--- src/rtl/mem_access_pkg.sv ---
// Shared types and constants for the data-memory access unit.
// State encoding, RV32I load/store funct3 codes and the byte-lane mask.
package mem_access_pkg;

  typedef enum logic [2:0] {
    IDLE   = 3'd0,
    LOAD   = 3'd1,
    RMW_RD = 3'd2,
    RMW_WR = 3'd3,
    STORE  = 3'd4,
    RESP   = 3'd5
  } state_e;

  localparam logic [2:0] F3_B  = 3'b000;
  localparam logic [2:0] F3_H  = 3'b001;
  localparam logic [2:0] F3_W  = 3'b010;
  localparam logic [2:0] F3_BU = 3'b100;
  localparam logic [2:0] F3_HU = 3'b101;

  // Low address bits selecting a byte within a word.
  localparam logic [1:0] LANE_MASK = 2'b11;

  function automatic logic f3_legal(input logic is_write, input logic [2:0] f3);
    logic ok;
    ok = 1'b0;
    case (f3)
      F3_B, F3_H, F3_W: ok = 1'b1;
      F3_BU, F3_HU:     ok = !is_write;
      default:          ok = 1'b0;
    endcase
    return ok;
  endfunction

endpackage

--- src/rtl/mem_access_if.sv ---
// Request/response port from the datapath and the initiator-side memory bus.
// Handshake: a request transfers on a rising edge where req_valid && req_ready; resp_valid is a single-cycle pulse with no backpressure.
interface mem_req_if #(parameter int ADDR_W = 32) ();
  logic              req_valid;
  logic              req_ready;
  logic              req_write;
  logic [2:0]        req_funct3;
  logic [ADDR_W-1:0] req_addr;
  logic [31:0]       req_wdata;
  logic              resp_valid;
  logic              resp_err;
  logic [31:0]       resp_rdata;

  modport master (
    output req_valid, req_write, req_funct3, req_addr, req_wdata,
    input  req_ready, resp_valid, resp_err, resp_rdata
  );

  modport slave (
    input  req_valid, req_write, req_funct3, req_addr, req_wdata,
    output req_ready, resp_valid, resp_err, resp_rdata
  );
endinterface

interface mem_bus_if #(parameter int ADDR_W = 32) ();
  logic [ADDR_W-1:0] address;
  logic [31:0]       writeData;
  logic              memRead;
  logic              memWrite;
  logic [31:0]       memData;

  modport master (
    output address, writeData, memRead, memWrite,
    input  memData
  );

  modport slave (
    input  address, writeData, memRead, memWrite,
    output memData
  );
endinterface

--- src/rtl/mem_lane_align.sv ---
// Little-endian lane steering: extracts and extends load data, and merges
// sub-word store data into the old word for read-modify-write.
module mem_lane_align
  import mem_access_pkg::*;
(
  input  logic [31:0] ld_word_i,
  input  logic [31:0] st_word_i,
  input  logic [31:0] wdata_i,
  input  logic [1:0]  offset_i,
  input  logic [2:0]  funct3_i,
  output logic [31:0] ld_data_o,
  output logic [31:0] st_word_o
);

  logic [7:0]  ld_byte;
  logic [15:0] ld_half;

  assign ld_byte = ld_word_i[8*offset_i +: 8];
  assign ld_half = ld_word_i[16*offset_i[1] +: 16];

  always_comb begin
    ld_data_o = '0;
    case (funct3_i)
      F3_B:    ld_data_o = {{24{ld_byte[7]}}, ld_byte};
      F3_BU:   ld_data_o = {24'b0, ld_byte};
      F3_H:    ld_data_o = {{16{ld_half[15]}}, ld_half};
      F3_HU:   ld_data_o = {16'b0, ld_half};
      F3_W:    ld_data_o = ld_word_i;
      default: ld_data_o = '0;
    endcase
  end

  always_comb begin
    st_word_o = st_word_i;
    case (funct3_i)
      F3_B:    st_word_o[8*offset_i +: 8]       = wdata_i[7:0];
      F3_H:    st_word_o[16*offset_i[1] +: 16]  = wdata_i[15:0];
      F3_W:    st_word_o                        = wdata_i;
      default: st_word_o                        = st_word_i;
    endcase
  end

endmodule

--- src/rtl/mem_access_unit.sv ---
// Load/store unit between the multicycle datapath and a word-wide memory.
// One request in flight; sub-word stores are done as read-modify-write.
module mem_access_unit
  import mem_access_pkg::*;
#(
  parameter int MEM_BYTES = 256,
  parameter int ADDR_W    = 32
) (
  input  logic       clk,
  input  logic       reset,
  mem_req_if.slave   req_if,
  mem_bus_if.master  bus_if,
  output state_e     dbg_state_o
);

  state_e            state_q, state_d;
  logic [ADDR_W-1:0] addr_q, addr_d;
  logic [2:0]        funct3_q, funct3_d;
  logic [31:0]       wdata_q, wdata_d;
  logic [31:0]       word_q, word_d;
  logic [31:0]       rdata_q, rdata_d;
  logic              err_q, err_d;

  logic [ADDR_W-1:0] req_aligned;
  logic [ADDR_W-1:0] cur_aligned;
  logic              misaligned;
  logic              out_of_range;
  logic              req_err;
  logic              accept;
  logic [31:0]       ld_data;
  logic [31:0]       st_word;

  assign req_aligned = req_if.req_addr & ~ADDR_W'(LANE_MASK);
  assign cur_aligned = addr_q & ~ADDR_W'(LANE_MASK);
  assign dbg_state_o = state_q;

  always_comb begin
    misaligned = 1'b0;
    case (req_if.req_funct3)
      F3_H, F3_HU: misaligned = req_if.req_addr[0];
      F3_W:        misaligned = (req_if.req_addr[1:0] != 2'b00);
      default:     misaligned = 1'b0;
    endcase
  end

  assign out_of_range = (req_aligned > ADDR_W'(MEM_BYTES - 4));
  assign req_err      = !f3_legal(req_if.req_write, req_if.req_funct3) || misaligned || out_of_range;

  // Ready is gated by reset so nothing is accepted while reset is held.
  assign req_if.req_ready = (state_q == IDLE) && reset;
  assign accept           = req_if.req_valid && req_if.req_ready;

  mem_lane_align u_align (
    .ld_word_i (bus_if.memData),
    .st_word_i (word_q),
    .wdata_i   (wdata_q),
    .offset_i  (addr_q[1:0] & LANE_MASK),
    .funct3_i  (funct3_q),
    .ld_data_o (ld_data),
    .st_word_o (st_word)
  );

  always_comb begin
    state_d              = state_q;
    addr_d               = addr_q;
    funct3_d             = funct3_q;
    wdata_d              = wdata_q;
    word_d               = word_q;
    rdata_d              = rdata_q;
    err_d                = err_q;
    bus_if.address       = '0;
    bus_if.writeData     = '0;
    bus_if.memRead       = 1'b0;
    bus_if.memWrite      = 1'b0;
    req_if.resp_valid    = 1'b0;
    req_if.resp_err      = 1'b0;
    req_if.resp_rdata    = '0;
    case (state_q)
      IDLE: begin
        if (accept) begin
          addr_d   = req_if.req_addr;
          funct3_d = req_if.req_funct3;
          wdata_d  = req_if.req_wdata;
          rdata_d  = '0;
          err_d    = req_err;
          if (req_err)                           state_d = RESP;
          else if (!req_if.req_write)            state_d = LOAD;
          else if (req_if.req_funct3 == F3_W)    state_d = STORE;
          else                                   state_d = RMW_RD;
        end
      end
      LOAD: begin
        bus_if.address = cur_aligned;
        bus_if.memRead = 1'b1;
        rdata_d        = ld_data;
        state_d        = RESP;
      end
      RMW_RD: begin
        bus_if.address = cur_aligned;
        bus_if.memRead = 1'b1;
        word_d         = bus_if.memData;
        state_d        = RMW_WR;
      end
      RMW_WR: begin
        bus_if.address   = cur_aligned;
        bus_if.writeData = st_word;
        bus_if.memWrite  = 1'b1;
        state_d          = RESP;
      end
      STORE: begin
        bus_if.address   = cur_aligned;
        bus_if.writeData = wdata_q;
        bus_if.memWrite  = 1'b1;
        state_d          = RESP;
      end
      RESP: begin
        req_if.resp_valid = 1'b1;
        req_if.resp_err   = err_q;
        req_if.resp_rdata = rdata_q;
        state_d           = IDLE;
      end
      default: state_d = IDLE;
    endcase
  end

  always_ff @(posedge clk or negedge reset) begin
    if (!reset) begin
      state_q  <= IDLE;
      addr_q   <= '0;
      funct3_q <= '0;
      wdata_q  <= '0;
      word_q   <= '0;
      rdata_q  <= '0;
      err_q    <= 1'b0;
    end else begin
      state_q  <= state_d;
      addr_q   <= addr_d;
      funct3_q <= funct3_d;
      wdata_q  <= wdata_d;
      word_q   <= word_d;
      rdata_q  <= rdata_d;
      err_q    <= err_d;
    end
  end

endmodule

--- src/flat_wrapper.sv ---
// flat-port wrapper written by rule: the top's interface ports become plain ports
module mem_access_unit_flat import mem_access_pkg::*;
#(
  parameter int MEM_BYTES = 256,
  parameter int ADDR_W    = 32
)
  (clk, reset, dbg_state_o, req_if_req_valid, req_if_req_write, req_if_req_funct3, req_if_req_addr, req_if_req_wdata, req_if_req_ready, req_if_resp_valid, req_if_resp_err, req_if_resp_rdata, bus_if_address, bus_if_writeData, bus_if_memRead, bus_if_memWrite, bus_if_memData);
  mem_req_if #(.ADDR_W(ADDR_W)) req_if_i ();
  mem_bus_if #(.ADDR_W(ADDR_W)) bus_if_i ();
  input  logic clk;
  input  logic reset;
  output state_e dbg_state_o;
  input wire logic [$bits(req_if_i.req_valid)-1:0] req_if_req_valid;
  input wire logic [$bits(req_if_i.req_write)-1:0] req_if_req_write;
  input wire logic [$bits(req_if_i.req_funct3)-1:0] req_if_req_funct3;
  input wire logic [$bits(req_if_i.req_addr)-1:0] req_if_req_addr;
  input wire logic [$bits(req_if_i.req_wdata)-1:0] req_if_req_wdata;
  output wire logic [$bits(req_if_i.req_ready)-1:0] req_if_req_ready;
  output wire logic [$bits(req_if_i.resp_valid)-1:0] req_if_resp_valid;
  output wire logic [$bits(req_if_i.resp_err)-1:0] req_if_resp_err;
  output wire logic [$bits(req_if_i.resp_rdata)-1:0] req_if_resp_rdata;
  output wire logic [$bits(bus_if_i.address)-1:0] bus_if_address;
  output wire logic [$bits(bus_if_i.writeData)-1:0] bus_if_writeData;
  output wire logic [$bits(bus_if_i.memRead)-1:0] bus_if_memRead;
  output wire logic [$bits(bus_if_i.memWrite)-1:0] bus_if_memWrite;
  input wire logic [$bits(bus_if_i.memData)-1:0] bus_if_memData;
  assign req_if_i.req_valid = req_if_req_valid;
  assign req_if_i.req_write = req_if_req_write;
  assign req_if_i.req_funct3 = req_if_req_funct3;
  assign req_if_i.req_addr = req_if_req_addr;
  assign req_if_i.req_wdata = req_if_req_wdata;
  assign req_if_req_ready = req_if_i.req_ready;
  assign req_if_resp_valid = req_if_i.resp_valid;
  assign req_if_resp_err = req_if_i.resp_err;
  assign req_if_resp_rdata = req_if_i.resp_rdata;
  assign bus_if_address = bus_if_i.address;
  assign bus_if_writeData = bus_if_i.writeData;
  assign bus_if_memRead = bus_if_i.memRead;
  assign bus_if_memWrite = bus_if_i.memWrite;
  assign bus_if_i.memData = bus_if_memData;
  mem_access_unit #(.MEM_BYTES(MEM_BYTES), .ADDR_W(ADDR_W)) u_core (.clk(clk), .reset(reset), .req_if(req_if_i), .bus_if(bus_if_i), .dbg_state_o(dbg_state_o));
endmodule
--- config.mk ---
export PLATFORM = sky130hd
export DESIGN_NAME = mem_access_unit_flat
export DESIGN_NICKNAME = d
export VERILOG_FILES = /design/src/rtl/mem_access_pkg.sv /design/src/rtl/mem_access_if.sv /design/src/rtl/mem_lane_align.sv /design/src/rtl/mem_access_unit.sv /design/src/flat_wrapper.sv
export SDC_FILE = /design/constraint.sdc
export NUM_CORES = 1
export LEC_CHECK = 0
export CORE_UTILIZATION = 30
export CTS_BUF_LIST = sky130_fd_sc_hd__clkbuf_16
export CTS_CLUSTER_SIZE = 8
export DETAILED_ROUTE_END_ITERATION = 7
export SYNTH_ARGS = -nofsm -noshare
export SYNTH_HDL_FRONTEND = slang
export SYNTH_SLANG_ARGS = --single-unit
--- constraint.sdc ---
create_clock -name clk -period 4.3 [get_ports clk]
set_clock_uncertainty 0.1 [all_clocks]
set_input_delay 0.645 -clock clk [delete_from_list [all_inputs] [get_ports clk]]
set_output_delay 0.645 -clock clk [all_outputs]
set_load 0.005 [all_outputs]
==> results.cfg, run 1 <==
[run_status]
outcome = finished, violations left
failed_checks = negative hold slack

[cts]
tritoncts = done
htreeDepth = 4
clockRootBuffer = sky130_fd_sc_hd__clkbuf_16
cts_hold_repair.buffers = 0
clkSinkCount = 135
cts-resized-gates = 0
clockBufferDepth = 2
clk_transition_reported_paths_ns = 0.07
cts-buffers-inserted = 17
clock_insertion_delay_worst_skew_ns = 0.43
post_cts.repair.setup_buffers = 0

[power_and_ir_drop]
totalPowerFinal_mw = 6.33
power.density_cell_area_nw_per_um2 = 635
seqPwrFrac_pct = 33.6
p_clk_share_pct = 23.7
power_switching_share_pct = 35.6
cellInternalPower_mw = 4.08
combPwrFrac_pct = 42.7
p_leak_nw = 4.25
max_ir_drop_vdd_uv = 304
p_sw_mw = 2.25

[yosys]
synth_edf_count = 0
synth_area_um2 = 7090
synth.lib_cells_used.distinct = 58
synth_simple_gate_area_share_pct = 16.1
synthXorXnorAreaFrac_pct = 0.124
synth_seq_cells = 135
synthAdderAreaFrac_pct = 0.882
ys_seq_area_share_pct = 47.7
syn-instance-count = 633
yosys-mux-area-fraction_pct = 16.8
synth_area_per_cell_um2 = 11.2
synth_compound_gate_area_share_pct = 14.5
synth-warning-count = 0
synth-async-reset-ratio_pct = 100
synth_top_family_by_area = multiplexers
postSynth.topFlopCell = sky130_fd_sc_hd__dfrtp_1

[final_layout]
finalCoreUtilization_pct = 43.5
syn2layout_area_growth_pct = 40.8
num-nets-final = 928
antenna-diode-count = 0
final_design_area_excluding_fillers_um2 = 9980
drive_gt1_share_pct = 19.8

[drt]
via_per_inst = 5.14
dr_total_vias = 5894
ant_nets = 0
dr.first_iter.drc_count = 596
drtPass1Iterations = 8
post-route-drc-count = 0
routed_wirelength_um = 23000
average_wire_length_per_cell_after_detail_routing_um = 20.1

[setup_path]
crit_path_max_fanout = 15
start_kind = flip-flop
cp-startpoint = u_core.dbg_state_o[2]
critical_path.endpoint = bus_if_writeData[21]
worst_setup_path_end_kind = primary output
rr_startpoint = u_core.dbg_state_o[1]
crit-reg2reg-capture = u_core.dbg_state_o[0]
worst-setup-path-type = flip-flop to primary output
worst-r2r-cell-count = 5
critical_path_arrival_ns = 3.13
ff2ff_setup_slack_ns = 1.85
worst_ep_required_time_ns = 3.56

[floorplan]
initial_core_util_pct = 30.9
num_rows = 55
core_um2 = 22900
die-area_um2 = 24300
pin_count = 207
die_width_um = 156
fp.dieH_um = 156

[sta]
final-hold-violation-count = 7
setup_violations = 0
layout_worst_path_cycle_share_pct = 90.1
setup-tns-final_ns = 0
tightest_slew_ns = 0.778
setup_repair_after_global_routing_missed_its_margin = no
maxClockFrequency_mhz = 258
whs_ns = -0.0129
final-max-slew-violation-count = 0
fin_worst_setup_slack_ns = 0.425
timing.slew.headroom_pct = 48.1
fin_crit_ns = 3.88

[min_path]
hold_path_class = primary input to asynchronous set/reset pin

[global_routing]
groute.usage.overall_pct = 19.5
grt_remaining_overflow = 0
antenna_found_initial = 0
via_count_of_the_first_global_routing_pass = 5888
grt_start_max_net_pins = 54
grt_pass1_wl_um = 35500

[placed_design]
pre_cts_slack_ns = 0.869
placement.io_buffers = 204
routabilityCongestion = 0.862
estimated_wirelength_of_the_detail_placed_design_um = 17100
dpl-instance-area_um2 = 9370

[job]
max_cap_violations = 0
==> layout by cell type, fill, tap and decap left out, types with 2 or more instances in the layout <==
master                              n
sky130_fd_sc_hd__a211o_1            7
sky130_fd_sc_hd__a21o_1             2
sky130_fd_sc_hd__a21oi_1           16
sky130_fd_sc_hd__a21oi_2            2
sky130_fd_sc_hd__a21oi_4            2
sky130_fd_sc_hd__a221o_1           33
sky130_fd_sc_hd__a222oi_1           7
sky130_fd_sc_hd__a22o_1             2
sky130_fd_sc_hd__a22oi_1            7
sky130_fd_sc_hd__a31oi_1            2
sky130_fd_sc_hd__a32oi_1           12
sky130_fd_sc_hd__and2_0             2
sky130_fd_sc_hd__and2_1            72
sky130_fd_sc_hd__and3_1             5
sky130_fd_sc_hd__and3b_1            3
sky130_fd_sc_hd__and4_1             3
sky130_fd_sc_hd__buf_4             12
sky130_fd_sc_hd__clkbuf_16         17
sky130_fd_sc_hd__clkdlybuf4s50_1  203
sky130_fd_sc_hd__clkinv_8           2
sky130_fd_sc_hd__clkinvlp_4         3
sky130_fd_sc_hd__conb_1             2
sky130_fd_sc_hd__dfrtp_1          135
sky130_fd_sc_hd__ha_1               5
sky130_fd_sc_hd__inv_1              5
sky130_fd_sc_hd__inv_6              3
sky130_fd_sc_hd__inv_8              6
sky130_fd_sc_hd__mux2_2           102
sky130_fd_sc_hd__mux2i_1            2
sky130_fd_sc_hd__nand2_1           51
sky130_fd_sc_hd__nand2b_1           7
sky130_fd_sc_hd__nand3_1           13
sky130_fd_sc_hd__nand3b_1           2
sky130_fd_sc_hd__nor2_1            20
sky130_fd_sc_hd__nor2b_1            2
sky130_fd_sc_hd__nor3b_1            2
sky130_fd_sc_hd__nor4_1             7
sky130_fd_sc_hd__o21ai_0           27
sky130_fd_sc_hd__o21ba_2            2
==> power by group through the flow <==
stage | Sequential, mW | Clock [mW] | Combinational, mW
2_1_floorplan | 1.91 | 0 | 1.62
3_3_place_gp | 2.13 | 0 | 2.69
3_5_place_dp | 2.14 | 0 | 2.71
4_1_cts | 2.12 | 1.53 | 2.73
5_1_grt | 2.19 | 1.58 | 2.95
6_report | 2.13 | 1.50 | 2.70
==> through the flow <==
step                cells  hold WS (ns)
finish               1146       -0.0129
global route         1146       0.00148
CTS                  1146       0.00275
detailed placement   1114         0.366
global placement     1114         0.360
floorplan             634         0.249
==> worst min path at each step <==
stage	from	endpoint	slack, ns	depth (start not counted)
final	reset	u_core.wdata_q[2]	-0.01	1
after global routing	reset	u_core.wdata_q[2]	0.001	1
after global placement	u_core.err_q	u_core.err_q	0.36	2
after floorplan	reset	u_core.addr_q[0]	0.25	0
after detailed placement	u_core.rdata_q[1]	u_core.rdata_q[1]	0.37	2
after CTS	reset	u_core.addr_q[23]	0.003	1
==> metal layers <==
| layer | vias up | GRT usage [%] | routed length (um) |
|---|---|---|---|
| met3 | 39 | 4.86 | 1700 |
| met5 | - | 0 | 0 |
| met1 | 2890 | 27.4 | 10700 |
| met4 | 0 | 6.12 | 510 |
| li1 | 2692 | - | - |
| met2 | 273 | 29.4 | 10100 |
==> cells in the mapped netlist, types with 2 or more instances <==
library cell	instances	area, um2
sky130_fd_sc_hd__a21oi_4	2	32.5
sky130_fd_sc_hd__a211o_1	7	61.3
sky130_fd_sc_hd__nand3_1	13	65.1
sky130_fd_sc_hd__o21ai_0	27	135
sky130_fd_sc_hd__a21o_1	2	15.0
sky130_fd_sc_hd__nor3b_1	2	15.0
sky130_fd_sc_hd__a222oi_1	7	70.1
sky130_fd_sc_hd__inv_1	5	18.8
sky130_fd_sc_hd__a22o_1	2	17.5
sky130_fd_sc_hd__nand2b_1	7	43.8
sky130_fd_sc_hd__ha_1	5	62.6
sky130_fd_sc_hd__a31oi_1	2	12.5
sky130_fd_sc_hd__clkbuf_1	16	60.1
sky130_fd_sc_hd__and3_1	5	31.3
sky130_fd_sc_hd__a32oi_1	12	105
sky130_fd_sc_hd__nor2b_1	3	18.8
sky130_fd_sc_hd__and2_0	2	12.5
sky130_fd_sc_hd__and2_1	72	450
sky130_fd_sc_hd__a22oi_1	7	52.6
sky130_fd_sc_hd__dfrtp_1	135	3380
sky130_fd_sc_hd__buf_6	2	22.5
sky130_fd_sc_hd__buf_2	25	125
sky130_fd_sc_hd__a221o_1	33	330
sky130_fd_sc_hd__nand3b_1	2	15.0
sky130_fd_sc_hd__o21ba_2	2	20.0
sky130_fd_sc_hd__and3b_1	3	26.3
sky130_fd_sc_hd__nand2_1	52	195
sky130_fd_sc_hd__buf_4	6	45.0
sky130_fd_sc_hd__a21oi_1	17	85.1
sky130_fd_sc_hd__mux2i_1	2	20.0
sky130_fd_sc_hd__and4_1	3	26.3
sky130_fd_sc_hd__nor4_1	7	43.8
sky130_fd_sc_hd__mux2_2	102	1150
sky130_fd_sc_hd__nor2_1	20	75.1
==> worst max-delay path, stage by stage (launching register included) <==
cell	delay, ns
sky130_fd_sc_hd__dfrtp_1	0.67
sky130_fd_sc_hd__nor3b_1	0.71
sky130_fd_sc_hd__a21o_1	0.47
sky130_fd_sc_hd__and2_0	0.23
sky130_fd_sc_hd__a221o_1	0.12
sky130_fd_sc_hd__clkdlybuf4s50_1	0.49
==> sequential cells by signal, indices dropped and copies added (netlist names) <==
register,flops
u_core.dbg_state_o,3
u_core.funct3_q,3
u_core.err_q,1
u_core.addr_q,32
u_core.wdata_q,32
u_core.word_q,32
u_core.rdata_q,32
==> final cells by class <==
cell class,instances,area (um2)
fillers,2196,12900
multi-input cells,445,3450
flip-flops and latches,135,3380
repair buffers,216,2130
clock buffers,17,425
well taps,313,392
clock inverters,15,179
inverters,5,18.8
==> cells by family (layout without fill, tap and decap cells) <==
family	Yosys count	in the layout
flops	135	135
buf+inv	54	253
compound gates	131	131
mux	105	105
xor+xnor	1	1
other cells	1	2
fa+ha+maj	5	5
simple gates	201	201
Power figures use the tool's default switching activity.
==> run 2, diff against run 1 <==
- SETUP_SLACK_MARGIN: default -> 0.5
==> run 2 against run 1 <==
The flow still finishes with violations (negative hold slack). Clock power about the same. First-iteration DRC count is 7.6% higher. Final cell count unchanged. Flip-flop and latch count stayed put. Global-route usage unchanged. Worst setup slack better by 0.19 ns. Die area stayed put. Wire length is 0.50% higher. Critical path type unchanged.
==> results.cfg, run 2 (synthesis gave the netlist of run 1 again) <==
[final_layout]
finished_layout_cells = 1146
antenna-diode-count = 0
drive_gt1_share_pct = 20.9
layout.cells.most_common = sky130_fd_sc_hd__clkdlybuf4s50_1
layout_common_cells = 203 x sky130_fd_sc_hd__clkdlybuf4s50_1, 130 x sky130_fd_sc_hd__dfrtp_1, 102 x sky130_fd_sc_hd__mux2_2, 72 x sky130_fd_sc_hd__and2_1, 51 x sky130_fd_sc_hd__nand2_1
filler_cell_count = 2198
syn2layout_area_growth_pct = 41.3
final_design_area_excluding_fillers_um2 = 10000
num-nets-final = 928

[run_status]
failed_checks = negative hold slack
outcome = finished, violations left

[job]
max_cap_violations = 0

[setup_path]
crit_path_max_fanout = 21
start_kind = flip-flop
worst_setup_path_end_kind = primary output
worst_ep_required_time_ns = 3.56
critical_path_arrival_ns = 2.94
worst-setup-path-type = flip-flop to primary output

[global_routing]
grt_pass1_wl_um = 35500
via_count_of_the_first_global_routing_pass = 5895
antenna_found_initial = 0
grt_remaining_overflow = 0
grt_start_max_net_pins = 54
groute.usage.overall_pct = 19.5

[drt]
dr.first_iter.drc_count = 641
dr_total_vias = 5902
via_per_inst = 5.15
ant_nets = 0
routed_wirelength_um = 23100
drtPass1Iterations = 6
post-route-drc-count = 0
average_wire_length_per_cell_after_detail_routing_um = 20.2

[floorplan]
die-area_um2 = 24300
fp.dieH_um = 156
core_um2 = 22900
num_rows = 55
initial_core_util_pct = 30.9
pin_count = 207
die_width_um = 156

[sta]
fin_worst_setup_slack_ns = 0.616
setup_repair_after_global_routing_missed_its_margin = no
tightest_slew_ns = 0.745
setup-tns-final_ns = 0
timing.slew.headroom_pct = 50.4
final-max-slew-violation-count = 0
final-hold-violation-count = 3
maxClockFrequency_mhz = 271
fin_crit_ns = 3.68
whs_ns = -0.0103
layout_worst_path_cycle_share_pct = 85.7
setup_violations = 0

[power_and_ir_drop]
max_ir_drop_vdd_uv = 308
seqPwrFrac_pct = 33.6
power_switching_share_pct = 35.6
cellInternalPower_mw = 4.10
totalPowerFinal_mw = 6.37
combPwrFrac_pct = 42.8
power.density_cell_area_nw_per_um2 = 636
p_sw_mw = 2.27
p_leak_nw = 4.25
p_clk_share_pct = 23.5

[placed_design]
estimated_wirelength_of_the_detail_placed_design_um = 17100
placement.io_buffers = 204
dpl-instance-area_um2 = 9370
pre_cts_slack_ns = 0.869
routabilityCongestion = 0.862
dpl.cell_count = 1114

[min_path]
hold_path_class = primary input to asynchronous set/reset pin

[cts]
cts_hold_repair.buffers = 0
clock_insertion_delay_worst_skew_ns = 0.43
clk_transition_reported_paths_ns = 0.07
cts-buffers-inserted = 17
htreeDepth = 4
clkSinkCount = 135
clockBufferDepth = 2
clockRootBuffer = sky130_fd_sc_hd__clkbuf_16
tritoncts = done
==> run 2: area by class of cell <==
cell class	count	area [um2]	share of cell area (%)
Clock buffer	17	425	4.25
Clock inverter	15	179	1.79
Timing Repair Buffer	216	2150	21.4
Multi-Input combinational cell	445	3470	34.7
Tap cell	313	392	3.91
Sequential cell	135	3380	33.8
Inverter	5	18.8	0.187
==> run 2: power groups by stage <==
stage / sequential [mW] / clock, mW / combinational [mW]
6_report: 2.14 / 1.50 / 2.73
3_5_place_dp: 2.14 / 0 / 2.71
5_1_grt: 2.20 / 1.58 / 2.97
3_3_place_gp: 2.13 / 0 / 2.69
2_1_floorplan: 1.91 / 0 / 1.62
4_1_cts: 2.12 / 1.53 / 2.73
==> run 2: critical path, stage by stage (launching register included) <==
cell                              delay [ns]
sky130_fd_sc_hd__dfrtp_1                0.75
sky130_fd_sc_hd__nor3b_4                0.48
sky130_fd_sc_hd__o21ai_0                0.19
sky130_fd_sc_hd__nand2b_1               0.30
sky130_fd_sc_hd__a221o_1                0.26
sky130_fd_sc_hd__clkdlybuf4s50_1        0.52
==> run 2: path summary, 6_finish.rpt <==
kind	startpoint	to	slack, ns	cells after the start
worst max-delay path	u_core.funct3_q[0]	bus_if_writeData[10]	0.62	5
worst min-delay path	reset	u_core.wdata_q[2]	-0.01	1
worst max register to register	u_core.dbg_state_o[0]	u_core.wdata_q[0]	1.92	4
worst min register to register	u_core.rdata_q[1]	u_core.rdata_q[1]	0.37	2
max in group asynchronous	reset	u_core.wdata_q[0]	2.36	3
min in group clk	u_core.rdata_q[1]	u_core.rdata_q[1]	0.37	2
==> run 2: through the flow <==
| stage | util (%) | hold WS, ns |
|---|---|---|
| after floorplan | - | 0.249 |
| after global placement | 40.9 | 0.360 |
| after detailed placement | 40.9 | 0.366 |
| after CTS | 43.6 | 0.00275 |
| after global routing | 43.7 | 0.00148 |
| final | 43.7 | -0.0103 |
==> run 2: repair_timing <==
| item | in CTS | in global routing |
|---|---|---|
| buffers inserted | 0 | 0 |
| pin swaps | 0 | 1 |
| endpoints found under the setup margin | 14 | 32 |
| endpoints found under the hold margin | 0 | 0 |
| gates resized for setup | 2 | 12 |
==> run 2: per-layer routing <==
layer / vias to the layer above / share of wire, % / track usage (%)
li1: 2687 / - / -
met1: 2932 / 47 / 27.4
met2: 248 / 44 / 29.5
met3: 35 / 7.2 / 4.83
met4: 0 / 1.9 / 6.12
met5: - / 0 / 0
